File: config.mk
export PLATFORM = sky130hd
export DESIGN_NAME = red_pitaya_mux_demux_flat
export DESIGN_NICKNAME = d
export VERILOG_FILES = /design/src/rtl/red_pitaya_mux_demux_if.sv /design/src/rtl/red_pitaya_mux_demux.sv /design/src/flat_wrapper.sv
export SDC_FILE = /design/constraint.sdc
export NUM_CORES = 1
export LEC_CHECK = 0
export ABC_AREA = 1
export CORE_UTILIZATION = 48
export DETAILED_ROUTE_END_ITERATION = 10
export GPL_TIMING_DRIVEN = 0
export PLACE_DENSITY = 0.81
export REMOVE_ABC_BUFFERS = 1
export SKIP_CTS_REPAIR_TIMING = 1
export SYNTH_ARGS = -nofsm -noshare
export SYNTH_HDL_FRONTEND = slang
export SYNTH_SLANG_ARGS = --single-unit
File: constraint.sdc
create_clock -name adc_clk_i -period 2.1 [get_ports adc_clk_i]
set_input_delay 0.42 -clock adc_clk_i [delete_from_list [all_inputs] [get_ports adc_clk_i]]
set_output_delay 0.42 -clock adc_clk_i [all_outputs]
set_load 0.03 [all_outputs]
File: src/rtl/red_pitaya_mux_demux_if.sv
// Bus between the mux controller / ADC side and the mux demultiplexer.
// master drives the mux scan, ADC samples and acks; slave returns per-channel averages.
interface red_pitaya_mux_demux_if #(
  parameter int unsigned CHNL = 6,
  parameter int unsigned MAW  = 3,
  parameter int unsigned DW   = 14
);
  logic [MAW-1:0]     mux_addr_i;
  logic               signal_stable_i;
  logic [CHNL-1:0]    active_channels_i;
  logic [DW-1:0]      adc_dat_i;
  logic [CHNL-1:0]    ch_ack_i;
  logic               result_valid_o;
  logic [MAW-1:0]     result_ch_o;
  logic [DW-1:0]      result_dat_o;
  logic [CHNL*DW-1:0] ch_dat_o;
  logic [CHNL-1:0]    ch_fresh_o;
  logic [15:0]        abort_cnt_o;

  modport master (
    output mux_addr_i, signal_stable_i, active_channels_i, adc_dat_i, ch_ack_i,
    input  result_valid_o, result_ch_o, result_dat_o, ch_dat_o, ch_fresh_o, abort_cnt_o
  );

  modport slave (
    input  mux_addr_i, signal_stable_i, active_channels_i, adc_dat_i, ch_ack_i,
    output result_valid_o, result_ch_o, result_dat_o, ch_dat_o, ch_fresh_o, abort_cnt_o
  );
endinterface

File: src/rtl/red_pitaya_mux_demux.sv
// Receive side of the analog-mux scan: averages 2**AVG_LOG2 settled ADC samples per dwell
// and keeps the latest average of every channel.
module red_pitaya_mux_demux #(
  parameter int unsigned CHNL     = 6,
  parameter int unsigned MAW      = 3,
  parameter int unsigned DW       = 14,
  parameter int unsigned AVG_LOG2 = 7
) (
  input logic                    adc_clk_i,
  input logic                    adc_rstn_i,
  red_pitaya_mux_demux_if.slave  bus
);

  localparam int unsigned AW         = DW + AVG_LOG2;
  localparam int unsigned CW         = AVG_LOG2 + 1;
  localparam int unsigned NumSamples = 1 << AVG_LOG2;
  localparam int unsigned AddrSpan   = 1 << MAW;

  typedef enum logic [1:0] {StIdle, StAccum, StDone, StHold} state_e;

  state_e                     state_q, state_d;
  logic [MAW-1:0]             cur_ch_q, cur_ch_d;
  logic signed [AW-1:0]       acc_q, acc_d, samp_ext, acc_sum, fin_acc;
  logic [CW-1:0]              cnt_q, cnt_d, cnt_inc;
  logic [15:0]                abort_q, abort_d;
  logic                       done;
  logic                       start;
  logic [AddrSpan-1:0]        act_pad;
  logic [DW-1:0]              avg;
  logic [CHNL-1:0][DW-1:0]    ch_dat_q, ch_dat_d;
  logic [CHNL-1:0]            fresh_q, fresh_d, set_mask;
  logic                       valid_q;
  logic [MAW-1:0]             res_ch_q;
  logic [DW-1:0]              res_dat_q;

  // Pad the enable mask to the full address space so out-of-range addresses read as disabled.
  always_comb begin
    act_pad             = '0;
    act_pad[CHNL-1:0]   = bus.active_channels_i;
  end

  assign start    = bus.signal_stable_i && (32'(bus.mux_addr_i) < CHNL) &&
                    act_pad[bus.mux_addr_i];
  assign samp_ext = AW'($signed(bus.adc_dat_i));
  assign acc_sum  = acc_q + samp_ext;
  assign cnt_inc  = cnt_q + CW'(1);
  // The start cycle already carries the first sample, so a 1-sample dwell completes there.
  assign fin_acc  = (state_q == StIdle) ? samp_ext : acc_sum;
  assign avg      = DW'(fin_acc >>> AVG_LOG2);

  always_comb begin
    state_d  = state_q;
    cur_ch_d = cur_ch_q;
    acc_d    = acc_q;
    cnt_d    = cnt_q;
    abort_d  = abort_q;
    done     = 1'b0;
    unique case (state_q)
      StIdle: begin
        if (start) begin
          cur_ch_d = bus.mux_addr_i;
          acc_d    = samp_ext;
          cnt_d    = CW'(1);
          if (cnt_d == CW'(NumSamples)) begin
            done    = 1'b1;
            state_d = StDone;
          end else begin
            state_d = StAccum;
          end
        end
      end
      StAccum: begin
        // An address change wins over a sample that would complete the dwell.
        if ((bus.mux_addr_i != cur_ch_q) || !bus.signal_stable_i) begin
          abort_d = (abort_q == 16'hFFFF) ? abort_q : abort_q + 16'd1;
          state_d = StIdle;
        end else begin
          acc_d = acc_sum;
          cnt_d = cnt_inc;
          if (cnt_inc == CW'(NumSamples)) begin
            done    = 1'b1;
            state_d = StDone;
          end
        end
      end
      StDone: state_d = StHold;
      StHold: begin
        if (bus.mux_addr_i != cur_ch_q) state_d = StIdle;
      end
      default: state_d = StIdle;
    endcase
  end

  always_comb begin
    set_mask = '0;
    ch_dat_d = ch_dat_q;
    for (int unsigned n = 0; n < CHNL; n++) begin
      if (done && (cur_ch_d == MAW'(n))) begin
        set_mask[n] = 1'b1;
        ch_dat_d[n] = avg;
      end
    end
    // A set in the same cycle as an ack of that bit wins.
    fresh_d = (fresh_q & ~bus.ch_ack_i) | set_mask;
  end

  always_ff @(posedge adc_clk_i or negedge adc_rstn_i) begin
    if (!adc_rstn_i) begin
      state_q   <= StIdle;
      cur_ch_q  <= '0;
      acc_q     <= '0;
      cnt_q     <= '0;
      abort_q   <= '0;
      valid_q   <= 1'b0;
      res_ch_q  <= '0;
      res_dat_q <= '0;
      ch_dat_q  <= '0;
      fresh_q   <= '0;
    end else begin
      state_q  <= state_d;
      cur_ch_q <= cur_ch_d;
      acc_q    <= acc_d;
      cnt_q    <= cnt_d;
      abort_q  <= abort_d;
      valid_q  <= done;
      if (done) begin
        res_ch_q  <= cur_ch_d;
        res_dat_q <= avg;
      end
      ch_dat_q <= ch_dat_d;
      fresh_q  <= fresh_d;
    end
  end

  assign bus.result_valid_o = valid_q;
  assign bus.result_ch_o    = res_ch_q;
  assign bus.result_dat_o   = res_dat_q;
  assign bus.ch_dat_o       = ch_dat_q;
  assign bus.ch_fresh_o     = fresh_q;
  assign bus.abort_cnt_o    = abort_q;

endmodule

File: src/flat_wrapper.sv
// flat-port wrapper written by rule: the top's interface ports become plain ports
module red_pitaya_mux_demux_flat 
#(
  parameter int unsigned CHNL     = 6,
  parameter int unsigned MAW      = 3,
  parameter int unsigned DW       = 14,
  parameter int unsigned AVG_LOG2 = 7
)
  (adc_clk_i, adc_rstn_i, bus_mux_addr_i, bus_signal_stable_i, bus_active_channels_i, bus_adc_dat_i, bus_ch_ack_i, bus_result_valid_o, bus_result_ch_o, bus_result_dat_o, bus_ch_dat_o, bus_ch_fresh_o, bus_abort_cnt_o);
  red_pitaya_mux_demux_if #(.CHNL(CHNL), .MAW(MAW), .DW(DW)) bus_i ();
  input logic adc_clk_i;
  input logic adc_rstn_i;
  input wire logic [$bits(bus_i.mux_addr_i)-1:0] bus_mux_addr_i;
  input wire logic [$bits(bus_i.signal_stable_i)-1:0] bus_signal_stable_i;
  input wire logic [$bits(bus_i.active_channels_i)-1:0] bus_active_channels_i;
  input wire logic [$bits(bus_i.adc_dat_i)-1:0] bus_adc_dat_i;
  input wire logic [$bits(bus_i.ch_ack_i)-1:0] bus_ch_ack_i;
  output wire logic [$bits(bus_i.result_valid_o)-1:0] bus_result_valid_o;
  output wire logic [$bits(bus_i.result_ch_o)-1:0] bus_result_ch_o;
  output wire logic [$bits(bus_i.result_dat_o)-1:0] bus_result_dat_o;
  output wire logic [$bits(bus_i.ch_dat_o)-1:0] bus_ch_dat_o;
  output wire logic [$bits(bus_i.ch_fresh_o)-1:0] bus_ch_fresh_o;
  output wire logic [$bits(bus_i.abort_cnt_o)-1:0] bus_abort_cnt_o;
  assign bus_i.mux_addr_i = bus_mux_addr_i;
  assign bus_i.signal_stable_i = bus_signal_stable_i;
  assign bus_i.active_channels_i = bus_active_channels_i;
  assign bus_i.adc_dat_i = bus_adc_dat_i;
  assign bus_i.ch_ack_i = bus_ch_ack_i;
  assign bus_result_valid_o = bus_i.result_valid_o;
  assign bus_result_ch_o = bus_i.result_ch_o;
  assign bus_result_dat_o = bus_i.result_dat_o;
  assign bus_ch_dat_o = bus_i.ch_dat_o;
  assign bus_ch_fresh_o = bus_i.ch_fresh_o;
  assign bus_abort_cnt_o = bus_i.abort_cnt_o;
  red_pitaya_mux_demux #(.CHNL(CHNL), .MAW(MAW), .DW(DW), .AVG_LOG2(AVG_LOG2)) u_core (.adc_clk_i(adc_clk_i), .adc_rstn_i(adc_rstn_i), .bus(bus_i));
endmodule
# [After elaboration in Yosys (flattened, before gate mapping)]
# Index checks and enable logic that the tools add are counted.
[totals] output_inout_bits=124 in_bits=32 wordCells=80 ff_bits=158
[op_classes] eq_ne=15 bitwise_logic=4 muxes=25 reduce_logical=16 add_sub_neg=3 n_lt_le_gt_ge=2
[ops] cell="$mux 21" n=3
[ops] cell="$pmux 21 s2" n=1
[ops] cell="$add 21x14->21" n=1
[ops] cell="$add 16x1->16 const B" n=1
[ops] cell="$eq 16x16->1 const B" n=1
[ops] cell="$mux 8" n=2
[ops] cell="$pmux 8 s2" n=1
[ops] cell="$mux 1" n=10
[ops] cell="$reduce_and 3->1" n=3
[ops] cell="$add 8x1->8 const B" n=1
[ops] cell="$eq 8x8->1 const B" n=1
[ops] cell="$logic_and 1x1->1" n=8
[ops] cell="$mux 2" n=4
[ops] cell="$pmux 2 s4" n=1
[ops] cell="$and 6x6->6" n=1
[ops] cell="$eq 3x2->1 const B" n=2
[ops] cell="$eq 3x3->1 const B" n=2
[ops] cell="$mux 3" n=2
[ops] cell="$not 6->6" n=1
[ops] cell="$or 6x6->6" n=1
[ops] cell="$eq 2x2->1 const B" n=2
[ops] cell="$lt 3x4->1 const B" n=1
[ops] cell="$ne 2x1->1 const B" n=2
[ops] cell="$bmux 1 s3" n=1
[ops] cell="12 further kinds" n=12

# [Longest topological paths before layout]
# Gate-level depths: netlist (run 1).
[logic_depth] depth_word=9 depth_mapped=14 mapped_depth_nobuf=14

# [Worst setup path before layout (run 1)]
# Ideal clock, no wire load.
[synth_path] path_kind="input to register" start="in bus_adc_dat_i[0]" end="reg u_core.res_dat_q[7] (netlist: u_core.bus.result_dat_o[7])" n_path_buf=0 setup_ns=0.136 required_ns=1.964 arrival_ns=1.915 stages=12 slack_ns=0.049 cell_sequence="ha_1 fa_1 nand3_1 nand3_1 nand2_1 nand2_1 nand2_1 nand3b_1 nand3_1 nand2_1 inv_1 o21ai_0"
[synth_between] elab_chain_cells=2
[synth_lines] element="from (decl)" line="flat_wrapper.sv:16" text="input wire logic [$bits(bus_i.adc_dat_i)-1:0] bus_adc_dat_i;"
[synth_lines] element="$add 21x14->21" line="red_pitaya_mux_demux.sv:45" text="assign acc_sum = acc_q + samp_ext;"
[synth_lines] element="$mux 21" line="red_pitaya_mux_demux.sv:48" text="assign fin_acc = (state_q == StIdle) ? samp_ext : acc_sum;"
[synth_lines] element="to (signal assigned)" line="red_pitaya_mux_demux.sv:128" text="res_dat_q <= avg;"
[synth_lines] element="to (decl)" line="red_pitaya_mux_demux.sv:34" text="logic [DW-1:0] res_dat_q;"
# Every way passes these cells.
# A chain may end at the register's enable or synchronous reset.

# [Worst setup path in the final report (run 1)]
[layout_path] start="reg u_core.state_q[0]" end="reg u_core.ch_dat_q, in the netlist u_core.bus.ch_dat_o[30]"
[layout_between] elab_chain_cells=4 word_cells_on_any_way=7 cone_classes="eq/ne: 2; mux: 3; reduce/logical: 2"
[layout_lines] element="from (decl)" line="red_pitaya_mux_demux.sv:21" text="state_e state_q, state_d;"
[layout_lines] element="from (signal assigned)" line="red_pitaya_mux_demux.sv:109" text="state_q <= StIdle;"
[layout_lines] element="from (signal assigned)" line="red_pitaya_mux_demux.sv:120" text="state_q <= state_d;"
[layout_lines] element="$logic_not 2->1" line="red_pitaya_mux_demux.sv:48, red_pitaya_mux_demux.sv:58"
[layout_lines] element="$mux 3" line="red_pitaya_mux_demux.sv:58" text="unique case (state_q)"
[layout_lines] element="$eq 3x2->1" line="red_pitaya_mux_demux.sv:98" text="if (done && (cur_ch_d == MAW'(n))) begin"
[layout_lines] element="$logic_and 1x1->1" line="red_pitaya_mux_demux.sv:98"
[layout_lines] element="to (signal assigned)" line="red_pitaya_mux_demux.sv:130" text="ch_dat_q <= ch_dat_d;"
[layout_lines] element="to (decl)" line="red_pitaya_mux_demux.sv:30" text="logic [CHNL-1:0][DW-1:0] ch_dat_q, ch_dat_d;"
# Several ways; a longest one is shown, not always the timed one.

==> results.md, run 1 <==
- Status: complete, but fails checks
- Failing checks: setup timing
- Routed wire length: 32.05 mm
- CP arrival: roughly 2800 ps
- Clock-pin slew on the worst setup and hold paths: approximately 70 ps
- CP endpoint kind: register
- Layout net count: around 1400
- CP max FO: 10
- Leading area contributor after synthesis: dfrtp_1
- Post-DP Area: roughly 10000 µm²
- Sw Share: just under 50%
- Startpoint Class: register
- Max Cap Violations: 0
- First-pass GRT wire length: ~36 mm
- Vias in the first global route: 7149
- Sequential share of power: ~25%
- Residual DRC: 0
- Placement Setup Slack: -1423 ps
- Vias per std cell: 5.978
- CTS sink cnt: roughly 160
- Max Clock Skew: ~11 ps
- Final instance area: between 10000 and 15000 µm²
- Initial DRC Count: ~1000
- Via count: between 9000 and 10000
- Slew HR: roughly half
- Total track usage: between 20% and 30%
- Min Tclk post-route: approximately 2500 ps
- Final setup fails: 106
- Unique masters post-synth: 40
- Synth area leaders: dfrtp_1 (47%), nand2_1 (19%), nand3_1 (6.9%), inv_1 (3.9%), ha_1 (3.3%)
- Synth Register Bits: about 160
- Final period util: 119.1%
- Die span in y: between 100 and 150 µm
- Most frequent cells in the layout: nand2_1 (367), dfrtp_1 (157), clkdlybuf4s50_1 (137)
- GRT overflow: 0
- FFs w/ async S/R, synth: 100.0%
- Hold Crit Class: input port to register
- Post-Synthesis Cell Area: about 8400 µm²
- RSZ-0062 raised after global routing: yes
- P_sw: roughly 7400 µW
- Remaining antenna violation count after routing: 0
- Required @ worst endpoint: 2430 ps
- Area share of the largest cell type after synthesis: 46.82%
- CP cell instances: inv_1, nor2_4, nand3_2, clkinvlp_4, nand3_4, nor2_4, buf_12, buf_12, nand2_8, nand2_1, nand2_1
- HPWL Detailed: around 16 mm
- Seq/Total Area, Yosys: between 40% and 50%
- Static Leak: 0.006020 µW
- Core Area: around 17000 µm²
- Pint: approximately 7900 µW
- Final worst setup slack: -401.8 ps
- Pwr Density: approximately 1200 nW/µm²
- CTS tree: done
- Number of synthesis warnings: 0
- Max Transition Viols Final: 0
- 1st-pass router iterations: 6
- Largest net degree at the start of global routing: roughly 90
- CTS H-tree depth: 4
- Critical path type: register to register
- Starting Density: between 40 and 50%
- CTS root buffer: clkbuf_16
- CP max stage cell: dfrtp_1
- Number of I/O pins: between 150 and 200
- Die width: 134.6 µm
- Die area: 18130 µm²
- Crit path largest cell delay: ~480 ps
- Share of layout cells above drive strength 1: 22.88%
- Clk pwr share: 19.9%
- VDD IR max: between 800 and 900 µV
- CTS Buf Count: 17
- Post-synthesis average cell area: slightly below 8 µm²
- Worst slew pin tran: 770.2 ps
- Port bufs: around 160
- N_diodes: 0
- Predominant post-synthesis flop cell: dfrtp_1
- # rows: 48
- Final hold violation count: 0
- Initial antenna violation count: 0
- Clock buffer depth: 2
- Post-Syn Instances: 1090
- P&R area growth vs syn: 47.30%
- Routed wire length per instance: 20.57 µm
- Worst-Skew Late Latency: 450 ps
- Combinational Power Share: between 50% and 60%
- EDFF count, synth: 0
- Gpl congestion: about 0.95
- Max Freq: ~0.4 GHz
- Commonest non-fill, non-tap cell in the layout: nand2_1
==> power groups by stage <==
stage	combinational [µW]	sequential, µW	clock [µW]
finish	8450	3810	3040
CTS	5400	3690	2990
global placement	5240	3730	0
global route	8960	3830	3170
detailed placement	5390	3730	0
floorplan	3650	3790	0
==> cells in the mapped netlist, types with 2 or more instances <==
| cell | instances |
|---|---|
| a21oi_1 | 36 |
| a31oi_1 | 7 |
| buf_2 | 15 |
| buf_6 | 9 |
| clkbuf_1 | 6 |
| dfrtp_1 | 158 |
| ha_1 | 22 |
| inv_1 | 88 |
| inv_2 | 4 |
| nand2_1 | 431 |
| nand2_2 | 8 |
| nand2_4 | 2 |
| nand3_1 | 116 |
| nand3_2 | 7 |
| nand3_4 | 2 |
| nand3b_1 | 4 |
| nand4_1 | 15 |
| nor2_1 | 65 |
| nor2_2 | 4 |
| nor2_4 | 6 |
| nor3_1 | 7 |
| nor4_1 | 2 |
| o21a_1 | 2 |
| o21ai_0 | 21 |
| o21ai_1 | 9 |
| o21ai_2 | 7 |
| o21bai_1 | 2 |
| o31ai_1 | 3 |
| or2_2 | 2 |
| xnor2_1 | 12 |
| xor2_1 | 9 |
==> routing by layer <==
| metal | part of all wire (%) | routed length [µm] | track usage, % |
|---|---|---|---|
| met1 | 35 | 11350 | 34.05 |
| met2 | 46 | 14650 | 40.61 |
| met3 | 12 | 3735 | 5.255 |
| met4 | 7.2 | 2318 | 9.238 |
| met5 | 0 | 0 | 0 |
==> stage by stage <==
| step | hold WS [ps] | std cells | power [µW] | util (%) | TNS (ps) |
|---|---|---|---|---|---|
| 3_5_place_dp | 271.0 | 1441 | 9125 | 58.75 | -149390 |
| 4_1_cts | -186.5 | 1473 | 12080 | 62.02 | -141990 |
| 3_3_place_gp | 451.9 | 1439 | 8973 | 58.43 | -1062740 |
| 5_1_grt | 356.3 | 1558 | 15960 | 72.16 | -29760 |
| 6_report | 339.7 | 1558 | 15300 | 72.16 | -26970 |
| 2_1_floorplan | 124.4 | 1059 | 7445 | - | -18910 |
==> path summary, 6_finish.rpt <==
check / startpoint / to / slack (ps) / depth (start not counted)
hold reg to reg: u_core.bus.ch_dat_o[16]$_DFFE_PN0P_ / u_core.bus.ch_dat_o[16]$_DFFE_PN0P_ / 470 / 2
min in group asynchronous: adc_rstn_i / u_core.bus.result_dat_o[9]$_DFFE_PN0P_ / 370 / 2
max in group asynchronous: adc_rstn_i / u_core.bus.abort_cnt_o[6]$_DFFE_PN0P_ / 770 / 4
setup reg to reg: u_core.state_q[0]$_DFFE_PN0P_ / u_core.bus.ch_dat_o[30]$_DFFE_PN0P_ / -400 / 11
hold / removal: bus_adc_dat_i[0] / u_core.acc_q[0]$_DFFE_PN0P_ / 340 / 3
setup / recovery: u_core.state_q[0]$_DFFE_PN0P_ / u_core.bus.ch_dat_o[30]$_DFFE_PN0P_ / -400 / 11
==> cell families (layout without fill, tap and decap cells) <==
| kind of cell | count (synthesis) | count (layout) | share of synthesized area (%) |
|---|---|---|---|
| buffers and inverters | 124 | 346 | 6.579 |
| adder cells (fa/ha/maj) | 23 | 23 | 3.497 |
| AND/OR/NAND/NOR | 674 | 695 | 34.82 |
| AO/OA/AOI/OAI | 90 | 90 | 6.104 |
| XOR/XNOR | 21 | 21 | 2.178 |
| flip-flops | 158 | 158 | 46.82 |
==> registers in the layout (all words and copies together), names as in the netlist, named ones only <==
signal	flops
u_core.acc_q	21
u_core.bus.abort_cnt_o	16
u_core.bus.ch_dat_o	84
u_core.bus.ch_fresh_o	6
u_core.bus.result_ch_o	3
u_core.bus.result_dat_o	14
u_core.bus.result_valid_o	1
u_core.cnt_q	8
u_core.cur_ch_q	3
u_core.state_q	1
==> critical path, delay by kind of cell, from the launching register on <==
| family | cells | cell delay (ps) |
|---|---|---|
| buffers and inverters | 4 | 730 |
| AND/OR/NAND/NOR | 7 | 1180 |
| flip-flops | 1 | 480 |
==> final cells by class <==
| type | instances | area, µm² |
|---|---|---|
| clock buffers | 20 | 466.7 |
| clock inverters | 12 | 96.34 |
| fillers | 1156 | 4798 |
| inverters | 93 | 371.6 |
| multi-input cells | 829 | 5059 |
| flip-flops and latches | 158 | 3955 |
| well taps | 225 | 281.5 |
| repair buffers | 220 | 2201 |
| repair inverters | 1 | 7.507 |
Power figures use the tool's default switching activity.
==> run 2: changes to the inputs <==
- CORE_MARGIN: not set -> 2
- clock period: 2.1 -> 2.2 ns (I/O delays scaled with it)
==> run 2 against run 1 <==
The run still ends with setup timing left. Setup slack better by 290 ps. Clock power down 7.2%. Routed wire length down 16%. Sequential share of layout area up 1.9 points. Critical path type unchanged.
==> results.md, run 2 (synthesis results as in run 1) <==
- CTS sink cnt: 158 (unchanged)
- Gpl congestion: 1.020 (+7.7%)
- Failing checks: setup timing
- GRT overflow: 0 (unchanged)
- Critical path depth: 13 (+2)
- Final hold violation count: 0 (unchanged)
- Hold Crit Class: input port to register
- Max Clock Skew: 11.67 ps (+0.3292 ps)
- CP max stage cell: dfrtp_1
- Port bufs: 155 (unchanged)
- Vias per std cell: 5.598 (-6.4%)
- Post-DP Area: 10130 µm² (unchanged)
- Max Freq: 0.4317 GHz (+8.0%)
- Routed wire length per instance: 17.79 µm (-14%)
- Buf/Inv on CP: 1 (-3)
- CTS H-tree depth: 4 (unchanged)
- RSZ-0062 raised after global routing: yes
- Combinational Power Share: 51.8% (-3.4 points)
- Vias in the first global route: 7495 (+4.8%)
- Most frequent cells in the layout: nand2_1 (402), dfrtp_1 (157), clkdlybuf4s50_1 (140)
- # rows: 48 (unchanged)
- Die area: 18670 µm² (+3.0%)
- Total track usage: 25.50% (+0.12 points)
- GRT busiest layer: met2
- Crit path capture: u_core.bus.ch_dat_o[46]$_DFFE_PN0P_
- Commonest non-fill, non-tap cell in the layout: nand2_1
- Pint: 6950 µW (-11%)
- Crit path largest cell delay: 410 ps (-70 ps)
- Worst reg2reg path depth: 13 (+2)
- CP endpoint kind: register
- Status: complete, but fails checks
- Utilization after layout: 68.05% (-4.1 points)
- CTS Buf Count: 17 (unchanged)
- Initial antenna violation count: 0 (unchanged)
- Clk pwr share: 21.1% (+1.2 points)
- Critical path type: register to register
- Starting Density: 48.99% (unchanged)
- Final period util: 105.3% (-14 points)
- Setup slack, reg-to-reg: -120 ps (+290 ps)
- CP arrival: 2680 ps (-150 ps)
- Largest net degree at the start of global routing: 89 (-2.2%)
- CP Launch Point: u_core.cnt_q[1]$_DFFE_PN0P_
- Placement Setup Slack: -1325 ps (+97.97 ps)
- HPWL Detailed: 16.28 mm (+2.4%)
- Initial DRC Count: 939 (-9.3%)
- Slew HR: 55.46% (+6.9 points)
- N_diodes: 0 (unchanged)
- Worst-Skew Late Latency: 440 ps (about the same)
- CTS tree: done
- Min Tclk post-route: 2316 ps (-185.5 ps)
- Max Cap Violations: 0 (unchanged)
- Clock buffer depth: 2 (unchanged)
- Met1 Resource Use GR: 33.25% (-0.81 points)
- Final instance area: 11730 µm² (-5.7%)
- Clock-pin slew on the worst setup and hold paths: 60 ps (about the same)
- Static Leak: 0.005780 µW (-4.0%)
- GRT met3 Usage: 5.593% (+0.34 points)
- 1st-pass router iterations: 6 (unchanged)
- Worst slew pin tran: 667.5 ps (-102.8 ps)
- Final worst setup slack: -116.3 ps (+285.5 ps)
- CP max FO: 8 (-2)
- R2r endpoint: u_core.bus.ch_dat_o[46]$_DFFE_PN0P_
- P&R area growth vs syn: 38.89%
- Startpoint Class: register
- Layout net count: 1331 (-3.2%)
- Met2 layer usage reported by global route: 41.03% (+0.42 points)
- Core Area: 17240 µm² (unchanged)
- VDD IR max: 787.0 µV (-9.7%)
- Final non-filler cell total: 1514 (-2.8%)
- Largest delay contributor family on the critical path: simple AND/OR/NAND/NOR gates
- Final setup fails: 68 (-36%)
- CP cell instances: ha_2, nand2_2, inv_2, nand3_2, nand2_2, nand3_2, nor2_4, nand2_4, nor2_8, nand2_8, nor2_4, nand3_1, nand2_1
- Sw Share: 47.97% (-0.71 points)
- Max Transition Viols Final: 0 (unchanged)
- Die width: 136.6 µm (+1.5%)
- Routed wire length: 26.94 mm (-16%)
- Via count: 8476 (-9.0%)
- First-pass GRT wire length: 37.31 mm (+4.4%)
- Number of I/O pins: 156 (unchanged)
- Sequential share of power: 27.1% (+2.2 points)
- Share of layout cells above drive strength 1: 15.90% (-7.0 points)
- Die span in y: 136.6 µm (+1.5%)
- Required @ worst endpoint: 2570 ps (+140 ps)
- P_sw: 6407 µW (-14%)
- Worst R2R Start: u_core.cnt_q[1]$_DFFE_PN0P_
- Pwr Density: 1139 nW/µm² (-7.4%)
- CTS root buffer: clkbuf_16
- Residual DRC: 0 (unchanged)
- Fillers: 1287 (+11%)
- Max reg flops: 84 (unchanged)
- Remaining antenna violation count after routing: 0 (unchanged)
- Placed Instances: 1441 (unchanged)
-- run 2: cell count changes in the layout (fill, tap and decap cells not counted), sizes merged --
cell	before	now
clkdlybuf4s50	137	140
nand2	448	441
buf	65	31
nand3	130	127
clkinvlp	6	5
dlymetal6s2s	16	13
clkbuf	21	20
clkinv	3	5
-- run 2: worst min path at each step --
stage	startpoint	end	slack, ps	cells after the start
after floorplan	adc_rstn_i	async pin	140	0
after global placement	u_core.bus.ch_dat_o[17]$_DFFE_PN0P_	u_core.bus.ch_dat_o[17]$_DFFE_PN0P_	450	2
after detailed placement	adc_rstn_i	u_core.bus.ch_fresh_o[4]$_DFF_PN0_	280	1
after CTS	adc_rstn_i	u_core.bus.ch_dat_o[33]$_DFFE_PN0P_	-180	1
after global routing	bus_adc_dat_i[4]	u_core.acc_q[4]$_DFFE_PN0P_	380	3
final	bus_adc_dat_i[0]	u_core.acc_q[0]$_DFFE_PN0P_	360	3
-- run 2: tightest hold or removal path: cells and delay by family --
| kind | cells | cell delay, ps |
|---|---|---|
| AO/OA/AOI/OAI | 1 | 80 |
| AND/OR/NAND/NOR | 1 | 80 |
| buffers and inverters | 1 | 150 |
-- run 2: cell type report --
type / instances / area (µm²) / area share (%)
Tap cell: 225 / 281.5 / 2.400
Clock inverter: 13 / 103.9 / 0.8854
Sequential cell: 158 / 3955 / 33.72
Clock buffer: 19 / 452.9 / 3.862
Timing Repair inverter: 1 / 5.005 / 0.04267
Timing Repair Buffer: 186 / 1893 / 16.14
Inverter: 93 / 367.9 / 3.136
Multi-Input combinational cell: 819 / 4669 / 39.81
-- run 2: stage by stage --
step | hold slack [ps] | total power (µW) | TNS, ps
2_1_floorplan | 144.4 | 7106 | -7705
3_5_place_dp | 276.1 | 8697 | -140000
3_3_place_gp | 452.3 | 8547 | -1027370
4_1_cts | -179.9 | 11520 | -135930
5_1_grt | 376.1 | 14060 | -8506
6_report | 360.7 | 13360 | -2744
-- run 2: routing by layer --
| layer | share of wire (%) | wire length (µm) |
|---|---|---|
| met5 | 0 | 0 |
| met1 | 39 | 10490 |
| met4 | 3.4 | 928 |
| met2 | 48 | 13020 |
| met3 | 9.3 | 2497 |
-- run 2: power groups by stage --
stage,clock network (µW),registers (µW),logic [µW]
global route,2970,3650,7440
finish,2820,3610,6920
floorplan,0,3620,3490
CTS,2830,3520,5160
global placement,0,3560,4990
detailed placement,0,3570,5130
==> run 3: changes to the inputs <==
- CORE_MARGIN: 2 -> 3
- REMOVE_ABC_BUFFERS: 1 -> not set
- SKIP_LAST_GASP: not set -> 1
==> run 3 against run 2 <==
Power is 2.3% lower. Sequential share of layout area is 0.49 points higher. Routed wire length is 7.3% lower. Register-to-register slack better by 190 ps. The flow finishes with violations (hold timing, setup timing). First-iteration DRC count is 16% lower. Die area is 2.9% higher. Flip-flop and latch count stayed put. Setup slack better by 100 ps. Global-route usage is 0.94 points lower. Clock skew is 4.7 ps lower. Sequential power hardly changed.
==> results.md, run 3 (synthesis results as in run 1) <==
- Worst slew pin tran: 654.3 ps (-13.12 ps)
- Final setup fails: 4 (-94%)
- HPWL Detailed: 17.15 mm (+5.3%)
- CTS H-tree depth: 4 (unchanged)
- Crit path largest cell delay: 470 ps (+60 ps)
- Setup slack, reg-to-reg: 70 ps (+190 ps)
- Worst-Skew Late Latency: 430 ps (about the same)
- Worst R2R Start: u_core.cnt_q[0]$_DFFE_PN0P_
- 1st-pass router iterations: 6 (unchanged)
- Clock buffer depth: 2 (unchanged)
- Clock-pin slew on the worst setup and hold paths: 60 ps (about the same)
- Utilization after layout: 68.51% (+0.46 points)
- Hold Crit Class: input port to async pin
- Routed wire length per instance: 16.49 µm (-7.3%)
- CP arrival: 2530 ps (-150 ps)
- Share of layout cells above drive strength 1: 15.85% (-0.049 points)
- CP Launch Point: bus_adc_dat_i[3]
- Startpoint Class: input port
- Routed wire length: 24.97 mm (-7.3%)
- CP endpoint kind: register
- Layout net count: 1335 (+0.30%)
- Fillers: 1304 (+1.3%)
- Pint: 7115 µW (+2.4%)
- Sw Share: 45.49% (-2.5 points)
- Commonest non-fill, non-tap cell in the layout: nand2_1
- Syn_nets: ~1100
- VDD IR max: 956.6 µV (+22%)
- Largest net degree at the start of global routing: 89 (unchanged)
- Final hold violation count: 42 (+42)
- Die area: 19220 µm² (+2.9%)
- Sequential share of power: 27.4% (+0.3 points)
- Combinational Power Share: 49.3% (-2.5 points)
- Buf/Inv on CP: 2 (+1)
- Required @ worst endpoint: 2520 ps (-50 ps)
- Post-layout total power: 13050 µW (-2.3%)
- Core Area: 16880 µm² (-2.1%)
- CP cell instances: clkdlybuf4s50_1, ha_4, nand2_1, nor2_2, nand2_1, nand2_2, nand3_2, nand2_1, nand2_1, nand3_1, nand2_4, buf_12, nand3_1, nand2_1
- CTS root buffer: clkbuf_16
- Sum of negative setup slack: -37.59 ps (+2706 ps)
- Final period util: 100.5% (-4.8 points)
- CTS tree: done
- P&R area growth vs syn: 36.92%
- Min Tclk post-route: 2212 ps (-104.6 ps)
- Final non-filler cell total: 1514 (unchanged)
- CP max stage cell: clkdlybuf4s50_1
- Worst reg2reg path depth: 14 (+1)
- Most frequent cells in the layout: nand2_1 (400), dfrtp_1 (157), clkdlybuf4s50_1 (141)
- Crit path capture: u_core.bus.ch_dat_o[64]$_DFFE_PN0P_
- CP max FO: 6 (-2)
- Slew HR: 56.38% (+0.92 points)
- Final instance area: 11560 µm² (-1.4%)
- P_sw: 5938 µW (-7.3%)
- Remaining antenna violation count after routing: 0 (unchanged)
- Total track usage: 24.56% (-0.94 points)
- Pwr Density: 1129 nW/µm² (-0.87%)
- Max Freq: 0.4521 GHz (+4.7%)
- Starting Density: 50.03% (+1.0 points)
- Die width: 138.6 µm (+1.5%)
- Status: complete, but fails checks
- CTS Buf Count: 17 (unchanged)
- GRT overflow: 0 (unchanged)
- Largest delay contributor family on the critical path: simple AND/OR/NAND/NOR gates
- R2r endpoint: u_core.bus.ch_dat_o[16]$_DFFE_PN0P_
- Number of I/O pins: 156 (unchanged)
- Post-DP Area: 10290 µm² (+1.6%)
- Vias per std cell: 5.349 (-4.4%)
- Max reg flops: 84 (unchanged)
- Placed Instances: 1465 (+1.7%)
- Final worst setup slack: -11.71 ps (+104.6 ps)
- Hold slack: -45.88 ps (-406.6 ps)
- Via count: 8099 (-4.4%)
- Critical path depth: 14 (+1)
- CTS sink cnt: 158 (unchanged)
- Max Transition Viols Final: 0 (unchanged)
- Failing checks: hold timing, setup timing
- Initial DRC Count: 786 (-16%)
- First-pass GRT wire length: 38.46 mm (+3.1%)
- Vias in the first global route: 7456 (-0.52%)
- Residual DRC: 0 (unchanged)
- Initial antenna violation count: 0 (unchanged)
- Die span in y: 138.6 µm (+1.5%)
- Clk pwr share: 23.3% (+2.2 points)
- Critical path type: input port to register
- RSZ-0062 raised after global routing: yes
- Most common cell on crit path: nand2_1
- Max Clock Skew: 6.935 ps (-4.733 ps)
- Port bufs: 154 (-0.65%)
- Max Cap Violations: 0 (unchanged)
- # rows: 47 (-2.1%)
- Gpl congestion: 0.9407 (-7.8%)
- Static Leak: 0.005770 µW (-0.16%)
[run 3: cell count changes in the layout (fill, tap and decap cells not counted), moves of 4 or more]
cell and delta:
buf_2 +14, buf_4 -13, buf_6 +11, nor2_4 -10, nand2_2 +9, nand2_8 -6
clkbuf_1 +5, nand3_1 +5, nand3_2 -5, a21oi_2 +4
[run 3: worst min path at each step]
stage	from	endpoint	slack (ps)	cells after the start
final	adc_rstn_i	u_core.bus.ch_dat_o[29]$_DFFE_PN0P_	-50	1
after global routing	adc_rstn_i	u_core.bus.ch_dat_o[29]$_DFFE_PN0P_	4	1
after CTS	adc_rstn_i	u_core.bus.ch_dat_o[29]$_DFFE_PN0P_	-10	1
after detailed placement	adc_rstn_i	u_core.bus.ch_dat_o[29]$_DFFE_PN0P_	440	1
after global placement	u_core.bus.ch_dat_o[62]$_DFFE_PN0P_	u_core.bus.ch_dat_o[62]$_DFFE_PN0P_	450	2
after floorplan	adc_rstn_i	async pin	140	0
[run 3: power by group through the flow]
stage               Combinational [µW]  Clock, µW  Sequential (µW)
floorplan                         3610          0             3620
global placement                  5170          0             3560
detailed placement                5280          0             3570
CTS                               5310       3060             3520
global route                      6990       3220             3610
finish                            6430       3040             3580
[run 3: metrics by stage]
step                setup slack (ps)  hold WS, ps
floorplan                      129.1        144.4
CTS                           -401.4       -11.38
finish                        -11.71       -45.88
detailed placement            -833.4        436.8
global placement               -5723        452.3
global route                  -86.79        4.491
[run 3: final cells by class]
class	instances	area [µm²]	area share (%)
multi-input combinational	809	4414	38.18
tap	220	275.3	2.381
timing repair buffer	170	1745	15.10
buffer	31	210.2	1.818
clock buffer	22	484.2	4.188
sequential	158	3955	34.21
clock inverter	10	126.4	1.093
antenna	1	2.502	0.02164
inverter	93	349.1	3.019
[run 3: layer usage]
metal	up-vias	wire (µm)	global-route usage [%]
li1	3872	-	-
met1	3868	10350	32.69
met2	306	12370	40.18
met3	53	1458	4.586
met4	0	785	9.423
met5	-	0	0
